<file path="config.mk">
export PLATFORM = sky130hd
export DESIGN_NAME = mult_share_arb_flat
export DESIGN_NICKNAME = d
export VERILOG_FILES = /design/src/rtl/mult_share_arb_if.sv /design/src/rtl/mult_share_arb.sv /design/src/flat_wrapper.sv
export SDC_FILE = /design/constraint.sdc
export NUM_CORES = 1
export LEC_CHECK = 0
export CAP_MARGIN = 25
export CORE_ASPECT_RATIO = 1.2
export CORE_UTILIZATION = 43
export DETAILED_ROUTE_END_ITERATION = 8
export PLACE_DENSITY = 0.85
export SYNTH_ARGS = -nofsm -noshare
export SYNTH_HDL_FRONTEND = slang
export SYNTH_SLANG_ARGS = --single-unit
</file>
<file path="constraint.sdc">
create_clock -name clk -period 4.8 [get_ports clk]
set_input_delay 0.96 -clock clk [delete_from_list [all_inputs] [get_ports clk]]
set_output_delay 0.96 -clock clk [all_outputs]
set_load 0.05 [all_outputs]
</file>
<file path="src/rtl/mult_share_arb_if.sv">
// ---------------------------------------------------------------------------
// mult_share_arb_if
// Bundles the signals between the DSP clients, the shared arbiter and the
// single mult_pipe instance.
//   hold           : clients -> arbiter, stop accepting new requests
//   req_valid/a/b  : clients -> arbiter, per-requester operand pairs (packed)
//   req_ready      : arbiter -> clients, one-hot grant
//   mult_in_*      : arbiter -> multiplier, registered operands and strobe
//   mult_out_*     : multiplier -> arbiter, product and strobe
//   resp_*         : arbiter -> clients, tagged product return bus
//   busy           : arbiter -> clients, products still in flight
// Modports: slave = the arbiter's view, master = the environment's view.
// ---------------------------------------------------------------------------
interface mult_share_arb_if #(
  parameter int M    = 5,
  parameter int N    = 4,
  parameter int NREQ = 4,
  parameter int IDW  = 2
) ();
  logic                  hold;
  logic [NREQ-1:0]       req_valid;
  logic [NREQ-1:0]       req_ready;
  logic [NREQ*M-1:0]     req_a;
  logic [NREQ*N-1:0]     req_b;
  logic                  mult_in_valid;
  logic [M-1:0]          mult_in_a;
  logic [N-1:0]          mult_in_b;
  logic                  mult_out_valid;
  logic [M+N-1:0]        mult_out;
  logic                  resp_valid;
  logic [IDW-1:0]        resp_id;
  logic [M+N-1:0]        resp_data;
  logic                  busy;

  modport slave (
    input  hold, req_valid, req_a, req_b, mult_out_valid, mult_out,
    output req_ready, mult_in_valid, mult_in_a, mult_in_b,
           resp_valid, resp_id, resp_data, busy
  );

  modport master (
    output hold, req_valid, req_a, req_b, mult_out_valid, mult_out,
    input  req_ready, mult_in_valid, mult_in_a, mult_in_b,
           resp_valid, resp_id, resp_data, busy
  );
endinterface

</file>
<file path="src/rtl/mult_share_arb.sv">
// ---------------------------------------------------------------------------
// mult_share_arb
// Shares one pipelined signed multiplier among NREQ requesters. A round-robin
// arbiter accepts at most one operand pair per cycle into a registered issue
// stage feeding the multiplier. A LAT-deep shadow pipeline carries the
// requester ID alongside each product so the result returns on the shared
// response bus labelled with its owner, LAT+2 cycles after acceptance.
//
// Ports:
//   clk      : clock
//   rst      : asynchronous active-low reset
//   bus      : mult_share_arb_if.slave (requests, grants, multiplier
//              interface, response bus, busy)
//   tag_err  : (only with MULT_SHARE_TAG_CHECK_EN) sticky flag raised when
//              the multiplier's output strobe disagrees with the tag pipeline
//
// Optional build macro: MULT_SHARE_TAG_CHECK_EN
//   undefined : no tag_err port, mult_out_valid is ignored entirely
//   defined   : adds tag_err and its comparison logic
// ---------------------------------------------------------------------------
module mult_share_arb #(
  parameter int M    = 5,
  parameter int N    = 4,
  parameter int NREQ = 4,
  parameter int LAT  = 2,
  parameter int IDW  = 2
) (
  input  logic clk,
  input  logic rst,
`ifdef MULT_SHARE_TAG_CHECK_EN
  output logic tag_err,
`endif
  mult_share_arb_if.slave bus
);

  // Arbitration results (combinational)
  logic [NREQ-1:0]          grant_s;
  logic                     grant_vld_s;
  logic [IDW-1:0]           grant_id_s;
  int                       cand_s;
  logic [M-1:0]             win_a_s;
  logic [N-1:0]             win_b_s;

  // Round-robin pointer: first requester examined next cycle
  logic [IDW-1:0]           ptr_r;

  // Issue stage (drives the multiplier inputs)
  logic                     iss_vld_r;
  logic [IDW-1:0]           iss_id_r;
  logic [M-1:0]             in_a_r;
  logic [N-1:0]             in_b_r;

  // Tag shadow pipeline; stage LAT-1 lines up with mult_out_valid
  logic [LAT-1:0]           tag_vld_r;
  logic [LAT-1:0][IDW-1:0]  tag_id_r;

  // Response stage and busy flag
  logic                     resp_valid_r;
  logic [IDW-1:0]           resp_id_r;
  logic [M+N-1:0]           resp_data_r;
  logic                     busy_r;

  // Round-robin search starting at ptr_r, ascending with wrap-around
  always_comb begin
    grant_s     = '0;
    grant_vld_s = 1'b0;
    grant_id_s  = '0;
    cand_s      = 0;
    for (int k = 0; k < NREQ; k++) begin
      cand_s = int'(ptr_r) + k;
      if (cand_s >= NREQ) begin
        cand_s = cand_s - NREQ;
      end else begin
        cand_s = cand_s;
      end
      if (!bus.hold && !grant_vld_s && bus.req_valid[cand_s[IDW-1:0]]) begin
        grant_vld_s = 1'b1;
        grant_id_s  = cand_s[IDW-1:0];
      end else begin
        grant_vld_s = grant_vld_s;
      end
    end
    if (grant_vld_s) begin
      grant_s[grant_id_s] = 1'b1;
    end else begin
      grant_s = '0;
    end
  end

  assign win_a_s = bus.req_a[grant_id_s*M +: M];
  assign win_b_s = bus.req_b[grant_id_s*N +: N];

  // Pointer advances past the winner; holds when nothing is granted
  always_ff @(posedge clk or negedge rst) begin
    if (!rst) begin
      ptr_r <= '0;
    end else if (grant_vld_s) begin
      ptr_r <= (grant_id_s == IDW'(NREQ-1)) ? '0 : grant_id_s + IDW'(1);
    end else begin
      ptr_r <= ptr_r;
    end
  end

  // Issue register: capture winner's operands, hold them when idle
  always_ff @(posedge clk or negedge rst) begin
    if (!rst) begin
      iss_vld_r <= 1'b0;
      iss_id_r  <= '0;
      in_a_r    <= '0;
      in_b_r    <= '0;
    end else begin
      iss_vld_r <= grant_vld_s;
      if (grant_vld_s) begin
        iss_id_r <= grant_id_s;
        in_a_r   <= win_a_s;
        in_b_r   <= win_b_s;
      end else begin
        iss_id_r <= iss_id_r;
        in_a_r   <= in_a_r;
        in_b_r   <= in_b_r;
      end
    end
  end

  // Tag shadow pipeline shifting {valid, id} in step with the multiplier
  always_ff @(posedge clk or negedge rst) begin
    if (!rst) begin
      tag_vld_r <= '0;
      tag_id_r  <= '0;
    end else begin
      tag_vld_r[0] <= iss_vld_r;
      tag_id_r[0]  <= iss_id_r;
      for (int s = 1; s < LAT; s++) begin
        tag_vld_r[s] <= tag_vld_r[s-1];
        tag_id_r[s]  <= tag_id_r[s-1];
      end
    end
  end

  // Response register: the tag, not the multiplier strobe, qualifies the product
  always_ff @(posedge clk or negedge rst) begin
    if (!rst) begin
      resp_valid_r <= 1'b0;
      resp_id_r    <= '0;
      resp_data_r  <= '0;
    end else begin
      resp_valid_r <= tag_vld_r[LAT-1];
      if (tag_vld_r[LAT-1]) begin
        resp_id_r   <= tag_id_r[LAT-1];
        resp_data_r <= bus.mult_out;
      end else begin
        resp_id_r   <= resp_id_r;
        resp_data_r <= resp_data_r;
      end
    end
  end

  // busy is registered from the next-state of issue, tag and response
  // valids: next issue = grant, next tags = {tags, issue}, next resp = last tag
  always_ff @(posedge clk or negedge rst) begin
    if (!rst) begin
      busy_r <= 1'b0;
    end else begin
      busy_r <= grant_vld_s | iss_vld_r | (|tag_vld_r);
    end
  end

`ifdef MULT_SHARE_TAG_CHECK_EN
  logic tag_err_r;

  // Sticky disagreement flag between multiplier strobe and tag pipeline
  always_ff @(posedge clk or negedge rst) begin
    if (!rst) begin
      tag_err_r <= 1'b0;
    end else if (bus.mult_out_valid != tag_vld_r[LAT-1]) begin
      tag_err_r <= 1'b1;
    end else begin
      tag_err_r <= tag_err_r;
    end
  end

  assign tag_err = tag_err_r;
`else
  // Multiplier strobe is intentionally unused in this build
  logic unused_mult_out_valid_s;
  assign unused_mult_out_valid_s = bus.mult_out_valid;
`endif

  assign bus.req_ready     = grant_s;
  assign bus.mult_in_valid = iss_vld_r;
  assign bus.mult_in_a     = in_a_r;
  assign bus.mult_in_b     = in_b_r;
  assign bus.resp_valid    = resp_valid_r;
  assign bus.resp_id       = resp_id_r;
  assign bus.resp_data     = resp_data_r;
  assign bus.busy          = busy_r;

endmodule

</file>
<file path="src/flat_wrapper.sv">
// flat-port wrapper written by rule: the top's interface ports become plain ports
module mult_share_arb_flat 
#(
  parameter int M    = 5,
  parameter int N    = 4,
  parameter int NREQ = 4,
  parameter int LAT  = 2,
  parameter int IDW  = 2
)
  (clk, rst, bus_hold, bus_req_valid, bus_req_a, bus_req_b, bus_mult_out_valid, bus_mult_out, bus_req_ready, bus_mult_in_valid, bus_mult_in_a, bus_mult_in_b, bus_resp_valid, bus_resp_id, bus_resp_data, bus_busy);
  mult_share_arb_if #(.M(M), .N(N), .NREQ(NREQ), .IDW(IDW)) bus_i ();
  input  logic clk;
  input  logic rst;
  input wire logic [$bits(bus_i.hold)-1:0] bus_hold;
  input wire logic [$bits(bus_i.req_valid)-1:0] bus_req_valid;
  input wire logic [$bits(bus_i.req_a)-1:0] bus_req_a;
  input wire logic [$bits(bus_i.req_b)-1:0] bus_req_b;
  input wire logic [$bits(bus_i.mult_out_valid)-1:0] bus_mult_out_valid;
  input wire logic [$bits(bus_i.mult_out)-1:0] bus_mult_out;
  output wire logic [$bits(bus_i.req_ready)-1:0] bus_req_ready;
  output wire logic [$bits(bus_i.mult_in_valid)-1:0] bus_mult_in_valid;
  output wire logic [$bits(bus_i.mult_in_a)-1:0] bus_mult_in_a;
  output wire logic [$bits(bus_i.mult_in_b)-1:0] bus_mult_in_b;
  output wire logic [$bits(bus_i.resp_valid)-1:0] bus_resp_valid;
  output wire logic [$bits(bus_i.resp_id)-1:0] bus_resp_id;
  output wire logic [$bits(bus_i.resp_data)-1:0] bus_resp_data;
  output wire logic [$bits(bus_i.busy)-1:0] bus_busy;
  assign bus_i.hold = bus_hold;
  assign bus_i.req_valid = bus_req_valid;
  assign bus_i.req_a = bus_req_a;
  assign bus_i.req_b = bus_req_b;
  assign bus_i.mult_out_valid = bus_mult_out_valid;
  assign bus_i.mult_out = bus_mult_out;
  assign bus_req_ready = bus_i.req_ready;
  assign bus_mult_in_valid = bus_i.mult_in_valid;
  assign bus_mult_in_a = bus_i.mult_in_a;
  assign bus_mult_in_b = bus_i.mult_in_b;
  assign bus_resp_valid = bus_i.resp_valid;
  assign bus_resp_id = bus_i.resp_id;
  assign bus_resp_data = bus_i.resp_data;
  assign bus_busy = bus_i.busy;
  mult_share_arb #(.M(M), .N(N), .NREQ(NREQ), .LAT(LAT), .IDW(IDW)) u_core (.clk(clk), .rst(rst), .bus(bus_i));
endmodule
</file>
-- Word-level counts from Yosys, hierarchy flattened
Index checks and enable logic that the tools add are counted.
- $add $sub $neg: 8
- multipliers: 1
- order comparisons: 10
- equal/unequal tests: 1
- shift operators: 2
- mux-type cells: 24
- bitwise logic cells: 2
- reduce and logical (&&, ||, !) cells: 13
- operators with widths (kind ; count):
    $shiftx 20x6->5 ; 1
    $mux 2 ; 9
    $shiftx 16x5->4 ; 1
    $lt 2x3->1 const B ; 5
    $ge 3x3->1 const B ; 3
    $mux 1 ; 9
    $bmux 1 s2 ; 4
    $logic_and 1x1->1 ; 8
    $sub 2x1->2 const B ; 4
    $add 2x2->3 const B ; 2
    $mul 2x3->5 const B ; 1
    $logic_not 1->1 ; 4
    $mux 4 ; 1
    $add 2x1->3 const B ; 1
    $ge 2x3->1 const B ; 1
    $add 2x1->2 const B ; 1
    $demux 1 s2 ; 1
    $eq 2x2->1 const B ; 1
    $ge 2x1->1 const B ; 1
    $or 1x1->1 ; 2
    $reduce_or 2->1 ; 1
- flip-flop bits (word level): 33
- input bits: 53
- output and inout port bits: 27
- word-level logic and storage cells: 73

-- Depth between registers and ports, before layout
- word-level depth: 23
- gate-level depth with buffers: 8

-- Worst setup path before layout
Ideal clock, no wire load.
- path type: input -> output
- from: input port bus_req_valid[3]
- to: output port bus_req_ready[0]
- arrival: 2.784 ns
- required time: 3.840 ns
- setup slack: 1.056 ns
- stages on the path: 4
- buffers on the path: 0
- path through: mux2_4 > a2111oi_4 > a211oi_4 > nor3_1
- longest elaborated chain between the ends: 21
- RTL lines (element ; RTL line ; RTL):
    start, declared ; flat_wrapper.sv:15 ; input wire logic [$bits(bus_i.req_valid)-1:0] bus_req_valid;
    $bmux 1 s2 ; mult_share_arb.sv:76 ; if (!bus.hold && !grant_vld_s && bus.req_valid[cand_s[IDW-1:0]]) begin
    $mux 1 (not written as such) ; mult_share_arb.sv:76 ;
    $logic_and 1x1->1 ; mult_share_arb.sv:76 ;
    $mux 1 ; mult_share_arb.sv:76 ;
    $logic_not 1->1 ; mult_share_arb.sv:76 ;
    $logic_and 1x1->1 (2 in a row) ; mult_share_arb.sv:76 ;
    $mux 1 ; mult_share_arb.sv:76 ;
    $logic_not 1->1 ; mult_share_arb.sv:76 ;
    (+3 left out) ; -- ;
    $logic_not 1->1 ; mult_share_arb.sv:76 ;
    $logic_and 1x1->1 (2 in a row) ; mult_share_arb.sv:76 ;
    $mux 2 ; mult_share_arb.sv:76 ;
    $lt 2x3->1 (not written as such) or $ge 2x1->1 (tied branches) ; mult_share_arb.sv:84 ; grant_s[grant_id_s] = 1'b1;
    $logic_and 1x1->1 (not written as such) ; mult_share_arb.sv:84 ;
    $mux 1 (not written as such) ; mult_share_arb.sv:84 ;
    $demux 1 s2 ; -- ;
    $mux 4 (*) ; mult_share_arb.sv:83 ; if (grant_vld_s) begin
    end, declared ; flat_wrapper.sv:20 ; output wire logic [$bits(bus_i.req_ready)-1:0] bus_req_ready;
Mark *: on every way between the ends. The rest lies on a longest branch, timed or not. The select of a mux whose other input is x is not followed.

-- Worst setup path after layout
- from: input port bus_req_valid[1]
- to: output port bus_req_ready[1]
Same word-level chain as after synthesis.

==> summary.md <==
| Metric | Value |
|---|---|
| Cell accounting for the most synthesized area | `dfrtp_1` |
| Io pins | `80` |
| Layout cell share with drive strength beyond 1 | `18.7%` |
| Total GRT Usage | `19.9%` |
| EDFF count, synth | `0` |
| Post-CTS Hold Fix Bufs | `0` |
| Status | `finished with violations` |
| Via density | `between 5 and 6` |
| Fin crit period | `4.33 ns` |
| Core area | `roughly 3500 µm²` |
| Final Cycle Share | `90.2%` |
| Area Overhead vs Synth | `55.1%` |
| Commonest register cell after synthesis | `dfrtp_1` |
| Fin nets | `256` |
| WL final | `~3800 µm` |
| Gate Count Post-Synth | `121` |
| Leakage | `0.00102 µW` |
| First-pass GRT wire length | `about 5700 µm` |
| #FFs+latches synth | `33` |
| Synth warnings | `0` |
| Skew-Pair Late Insertion Delay | `0.29 ns` |
| Final setup fails | `0` |
| Postcts setup bufs | `0` |
| Diodes inserted | `0` |
| Area contributors post-synth | `dfrtp_1 (51%), mux2i_1 (11%), o221ai_2 (8.4%)` |
| Final Hold Viols | `0` |
| Count leader, synth | `dfrtp_1` |
| # resized after CTS | `0` |
| Starting density of the core | `between 40% and 50%` |
| WP data arrival | `~3.4 ns` |
| Hold Path Class | `flop to flop` |
| Total grt overflow | `0` |
| Post-synth ARST share | `100%` |
| Drt pass-1 iters | `8` |
| Clock sinks | `33` |
| Post-synth net total | `175` |
| CP Capture Type | `output pin` |
| Die area | `3990 µm²` |
| Initial antenna violation count | `0` |
| Num CTS Buffers | `5` |
| CP top delay family | `buffers and inverters` |
| Max Fclk | `0.231 GHz` |
| Avg Inst Size Synth | `13.3 µm²` |
| Maxcap violations | `0` |
| H-tree levels | `2` |
| Buffers on Ports | `between 70 and 80` |
| Critical path's slowest cell | `clkdlybuf4s50_1` |
| Clock root cell | `clkbuf_8` |
| Synth top cells by count | `dfrtp_1 (33), mux2i_1 (18), nand2_1 (14), mux2_2 (11), o221ai_2 (9)` |
| Top cell type's share of synthesized area | `51.4%` |
| CP Launch Type | `input pin` |
| Max-slew headroom | `between 60% and 70%` |
| Die height | `69.0 µm` |
| CTS tree | `built` |
| Clk_skew | `~0.0038 ns` |
| Vias in the first global route | `1223` |
| Critical path type | `input pin to output pin` |
| RSZ-0062 raised after global routing | `no` |
| Cells along the critical path | `clkdlybuf4s50_1, nor3b_1, a2111oi_4, a211oi_4, inv_2, nor2_1, clkdlybuf4s50_1` |
| Vias | `1299` |
| Largest stage delay, worst path | `0.83 ns` |
| DR iter-0 viols | `53` |
| Post-DP HPWL | `slightly below 3000 µm` |
| Hold WS | `0.371 ns` |
| Max clock buf depth | `2` |
| Total negative slack | `0 ns` |
| Required time of the critical path | `3.84 ns` |
| Mapped Area | `approximately 1600 µm²` |
| ANT nets after route | `0` |
| CP max FO | `6` |
| GP Congestion | `0.715` |
| Remaining DRCs | `6` |
| Reg2reg setup slack | `2.83 ns` |
| Drt wl/cell | `15.7 µm` |
| Clock transition at the registers of the reported paths | `0.07 ns` |
| Slew Viols, Final | `0` |
| Number of distinct library cells after synthesis | `29` |
| P per Cell Area | `416 nW/µm²` |
| Most numerous cell on the critical path | `clkdlybuf4s50_1` |
| Die W | `57.8 µm` |
| Peak VDD IR | `roughly 0.00026 V` |
| Largest net degree at the start of global routing | `34` |
| Failing checks | `design-rule violations` |
| Register area share after synthesis | `51.4%` |
| Worst slew pin tran | `0.518 ns` |
| Worst Path Buf+Inv | `3` |
| Row count | `23` |
path summary, 6_finish.rpt:
| kind | start | to | cells after the start |
|---|---|---|---|
| max reg2reg | u_core.ptr_r[0] | u_core.bus.mult_in_a[4] | 6 |
| min in group asynchronous | rst | u_core.bus.resp_valid | 2 |
| min | u_core.tag_id_r[0] | u_core.tag_id_r[2] | 0 |
| min reg2reg | u_core.tag_id_r[0] | u_core.tag_id_r[2] | 0 |
| max | bus_req_valid[1] | bus_req_ready[1] | 7 |
| max in group asynchronous | rst | u_core.bus.mult_in_a[4] | 2 |
placed cells by master (no fill, tap or decap), types with 2 or more instances in the layout:
| master | instances |
|---|---|
| buf_4 | 3 |
| nor3b_1 | 3 |
| a21o_1 | 2 |
| clkdlybuf4s50_1 | 77 |
| nor2_1 | 6 |
| inv_1 | 2 |
| dfrtp_1 | 33 |
| clkinv_2 | 2 |
| clkbuf_8 | 5 |
| nand2_1 | 14 |
| mux2_2 | 11 |
| o221ai_2 | 9 |
| mux2i_1 | 18 |
| nor3_1 | 2 |
final cells by class:
class / instances / area (µm²)
multi-input cells: 78 / 712
clock inverters: 2 / 10.0
clock buffers: 6 / 72.6
well taps: 37 / 46.3
inverters: 3 / 11.3
flip-flops and latches: 33 / 826
repair buffers: 81 / 813
fillers: 258 / 962
cells by family (layout without fill, tap and decap cells):
logic type / count (synthesis) / count (layout) / synth area share (%)
AO/OA/AOI/OAI: 16 / 16 / 13.9
adder cells (fa/ha/maj): 1 / 1 / 0.779
buffers and inverters: 10 / 92 / 4.28
flip-flops: 33 / 33 / 51.4
multiplexers: 30 / 30 / 19.9
AND/OR/NAND/NOR: 31 / 31 / 9.81
state kept, by name, indices dropped and copies added, names as in the netlist:
register,flops
u_core.bus.resp_data,9
u_core.bus.resp_id,2
u_core.bus.mult_in_valid,1
u_core.bus.mult_in_a,5
u_core.bus.busy,1
u_core.tag_vld_r,2
u_core.bus.mult_in_b,4
u_core.bus.resp_valid,1
u_core.iss_id_r,2
u_core.tag_id_r,4
u_core.ptr_r,2
power breakdown:
group	total (µW)	internal (µW)	leakage, µW	switching [µW]
Clock	199	100	0.0000450	98.6
Sequential	378	337	0.000390	41.1
Combinational	459	190	0.000581	269
worst register-to-register path: stages, from the launching register on:
cell and delay, ns:
dfrtp_1 0.50, nor3b_1 0.25, a211oi_1 0.10, nor2_2 0.17
buf_4 0.34, mux2i_1 0.34, o221ai_2 0.15
layer usage:
metal	part of all wire [%]	vias to the layer above	GRT usage (%)
li1	-	602	-
met1	35	620	20.1
met2	55	67	36.5
met3	7.9	10	5.22
met4	2.4	0	12.5
met5	0	-	0
metrics by stage:
stage               setup WS, ns  instances  power (µW)  util, %  area [µm²]
finish                     0.469        240        1040     72.1        2490
global route               0.361        240        1080     72.1        2490
floorplan                   1.06        121         684        -        1610
CTS                        0.469        240        1040     72.1        2490
detailed placement         0.485        232         845     69.7        2410
global placement           0.535        232         829     69.7        2410
(Power assumes the default switching activity.)
==> RTL edit: new RTL, same settings <==
`IDW` is set to 2 in 3 places; all go to 4.
--- a/src/rtl/mult_share_arb_if.sv
+++ b/src/rtl/mult_share_arb_if.sv
@@ -15,7 +15,7 @@
   parameter int M    = 5,
   parameter int N    = 4,
   parameter int NREQ = 4,
-  parameter int IDW  = 2
+  parameter int IDW  = 4
 ) ();
   logic                  hold;
   logic [NREQ-1:0]       req_valid;
--- a/src/rtl/mult_share_arb.sv
+++ b/src/rtl/mult_share_arb.sv
@@ -23,7 +23,7 @@
   parameter int N    = 4,
   parameter int NREQ = 4,
   parameter int LAT  = 2,
-  parameter int IDW  = 2
+  parameter int IDW  = 4
 ) (
   input  logic clk,
   input  logic rst,
--- a/src/flat_wrapper.sv
+++ b/src/flat_wrapper.sv
@@ -5,7 +5,7 @@
   parameter int N    = 4,
   parameter int NREQ = 4,
   parameter int LAT  = 2,
-  parameter int IDW  = 2
+  parameter int IDW  = 4
 )
   (clk, rst, bus_hold, bus_req_valid, bus_req_a, bus_req_b, bus_mult_out_valid, bus_mult_out, bus_req_ready, bus_mult_in_valid, bus_mult_in_a, bus_mult_in_b, bus_resp_valid, bus_resp_id, bus_resp_data, bus_busy);
   mult_share_arb_if #(.M(M), .N(N), .NREQ(NREQ), .IDW(IDW)) bus_i ();
Ports: changed (resized bus_resp_id); port bits go from 80 to 82. No check against the original RTL was run, so the function may have changed too.
==> RTL edit against the unedited design <==
Worst setup slack worse by 0.46 ns; critical path depth is 2 higher; design area is 54% higher; area after synthesis is 65% higher; wire length is 87% higher; sequential cell count is 10 higher; total power is 150% higher; largest cell class is now multi-input combinational cells.
==> RTL edit: results (changes against the unedited design) <==
global_route:
  grt_first_pass_wirelength_um: 11160  # +97%
  grt_max_degree: 44  # +29%
  grt_usage_pct: 22.61  # +2.7 points
  antenna_found_initial: 0  # unchanged
  grt_pass1_vias: 2413  # +97%
synthesis:
  ys_top_cells_by_area: "dfrtp_1, a211oi_1, mux2_2"
  synthTopCellsByCount: "dfrtp_1, a211oi_1, inv_1, nand2_1, mux2_2"
  synth_cell_type_count: 50  # +72%
  async_flop_share_pct: 100.0  # unchanged
  synth_ff_type: "dfrtp_1"
  ys_warn_count: 0  # unchanged
  synth-seq-area-share_pct: 40.68  # -11 points
  synth_nets: 322  # +84%
power:
  p_int_w: 0.001381  # +120%
  peakVddDrop_mv: 0.4060  # +54%
  p_leak_nw: 1.653  # +63%
worst_setup_path:
  arrival_ns: 3.83  # +0.46 ns
  cp_top_family: "buffers and inverters"
  crit_slowest_cell: "or4b_4"
  crit_fanout: 22  # +16
  cpPeakStageDelay_ns: 0.53  # -0.30 ns
sta:
  skew_ns: 0.01206  # +0.008214 ns
  slew_headroom_pct: 38.57  # -27 points
cts:
  numCtsBuffers: 5  # unchanged
  clkLatencyLatePin_ns: 0.30
  cts_buffer_depth: 2  # unchanged
  cts-root-buf: "clkbuf_8"
  hold_buffers: 0  # unchanged
  path_clk_slew_ns: 0.08
  h-tree-depth: 2  # unchanged
placement:
  gp_congestion: 0.8535  # +19%
  numPortBuffers: 80  # +2.6%
  postPlaceCellArea_um2: 3676  # +53%
  dpl.hpwl_um: 5129  # +73%
finish:
  drive_gt1_share_pct: 20.80  # +2.1 points
  fin_nets: 415  # +62%
  antennaDiodeCount: 0  # unchanged
  fillers: 468  # +81%
  largest_reg_flops: 9  # unchanged
outcome:
  status: "finished, final reports clean"
route:
  drt_first_iter_violations: 102  # +92%
  totalWireLength_um: 7014  # +87%
  dr.pass1.iters: 4  # -4
  vias: 2395  # +84%
hold_path:
  hp-class: "flop to flop"
==> RTL edit: routing by layer <==
layer / track usage, % / routed length [µm] / vias up
met5: 0 / 0 / -
met4: 6.993 / 95 / 0
met3: 3.567 / 394 / 12
met2: 42.95 / 3834 / 88
met1: 25.49 / 2690 / 1161
li1: - / - / 1134
==> RTL edit: final cells by class <==
class | instances | share of cell area [%]
inverters | 28 | 2.734
multi-input cells | 170 | 37.01
clock buffers | 6 | 1.888
flip-flops and latches | 43 | 28.03
repair buffers | 102 | 26.17
well taps | 80 | 2.604
clock inverters | 2 | 1.562
==> RTL edit: logic make-up (layout without fill, tap and decap cells) <==
logic type	Yosys count	in the layout	share of synthesized area (%)
fa+ha+maj	12	12	5.676
simple gates	49	49	10.08
flops	43	43	40.68
buf+inv	44	138	6.812
compound gates	81	81	24.60
xor+xnor	5	5	1.656
mux	23	23	10.50
==> RTL edit: repair_timing <==
action | in CTS | in global routing
gates resized for setup | 1 | 6
pin swaps | 0 | 1
gates cloned | 0 | 0
buffers inserted | 0 | 1
endpoints found under the setup margin | 1 | 4
hold endpoints to repair | 0 | 0
==> RTL edit: metrics by stage <==
| step | TNS [ns] | setup slack (ns) | util [%] | instances |
|---|---|---|---|---|
| floorplan | -0.5643 | -0.1881 | - | 257 |
| global placement | 0 | 0.02508 | 63.59 | 422 |
| detailed placement | -0.005296 | -0.005296 | 63.59 | 422 |
| CTS | 0 | 0.01562 | 65.97 | 430 |
| global route | -0.2329 | -0.09480 | 66.49 | 431 |
| finish | 0 | 0.01206 | 66.49 | 431 |
==> RTL edit: path summary, 6_finish.rpt <==
| path | start | end | slack [ns] | cells past startpoint |
|---|---|---|---|---|
| max in group asynchronous | rst | u_core.ptr_r[1]$_DFFE_PN0P_ | 3.38 | 1 |
| hold / removal | u_core.tag_id_r[0]$_DFF_PN0_ | u_core.tag_id_r[4]$_DFF_PN0_ | 0.36 | 0 |
| min in group asynchronous | rst | u_core.ptr_r[2]$_DFFE_PN0P_ | 0.79 | 1 |
| setup / recovery | bus_req_valid[2] | bus_req_ready[2] | 0.01 | 9 |
| hold reg to reg | u_core.tag_id_r[0]$_DFF_PN0_ | u_core.tag_id_r[4]$_DFF_PN0_ | 0.36 | 0 |
| setup reg to reg | u_core.ptr_r[2]$_DFFE_PN0P_ | u_core.bus.mult_in_a[4]$_DFFE_PN0P_ | 1.19 | 11 |
==> RTL edit: power groups by stage <==
stage          clock network (W)  registers (W)  logic [W]
2_1_floorplan                  0       0.000758   0.000887
3_3_place_gp                   0       0.000595    0.00151
3_5_place_dp                   0       0.000611    0.00156
4_1_cts                 0.000331       0.000606    0.00158
5_1_grt                 0.000351       0.000627    0.00172
6_report                0.000332       0.000605    0.00160
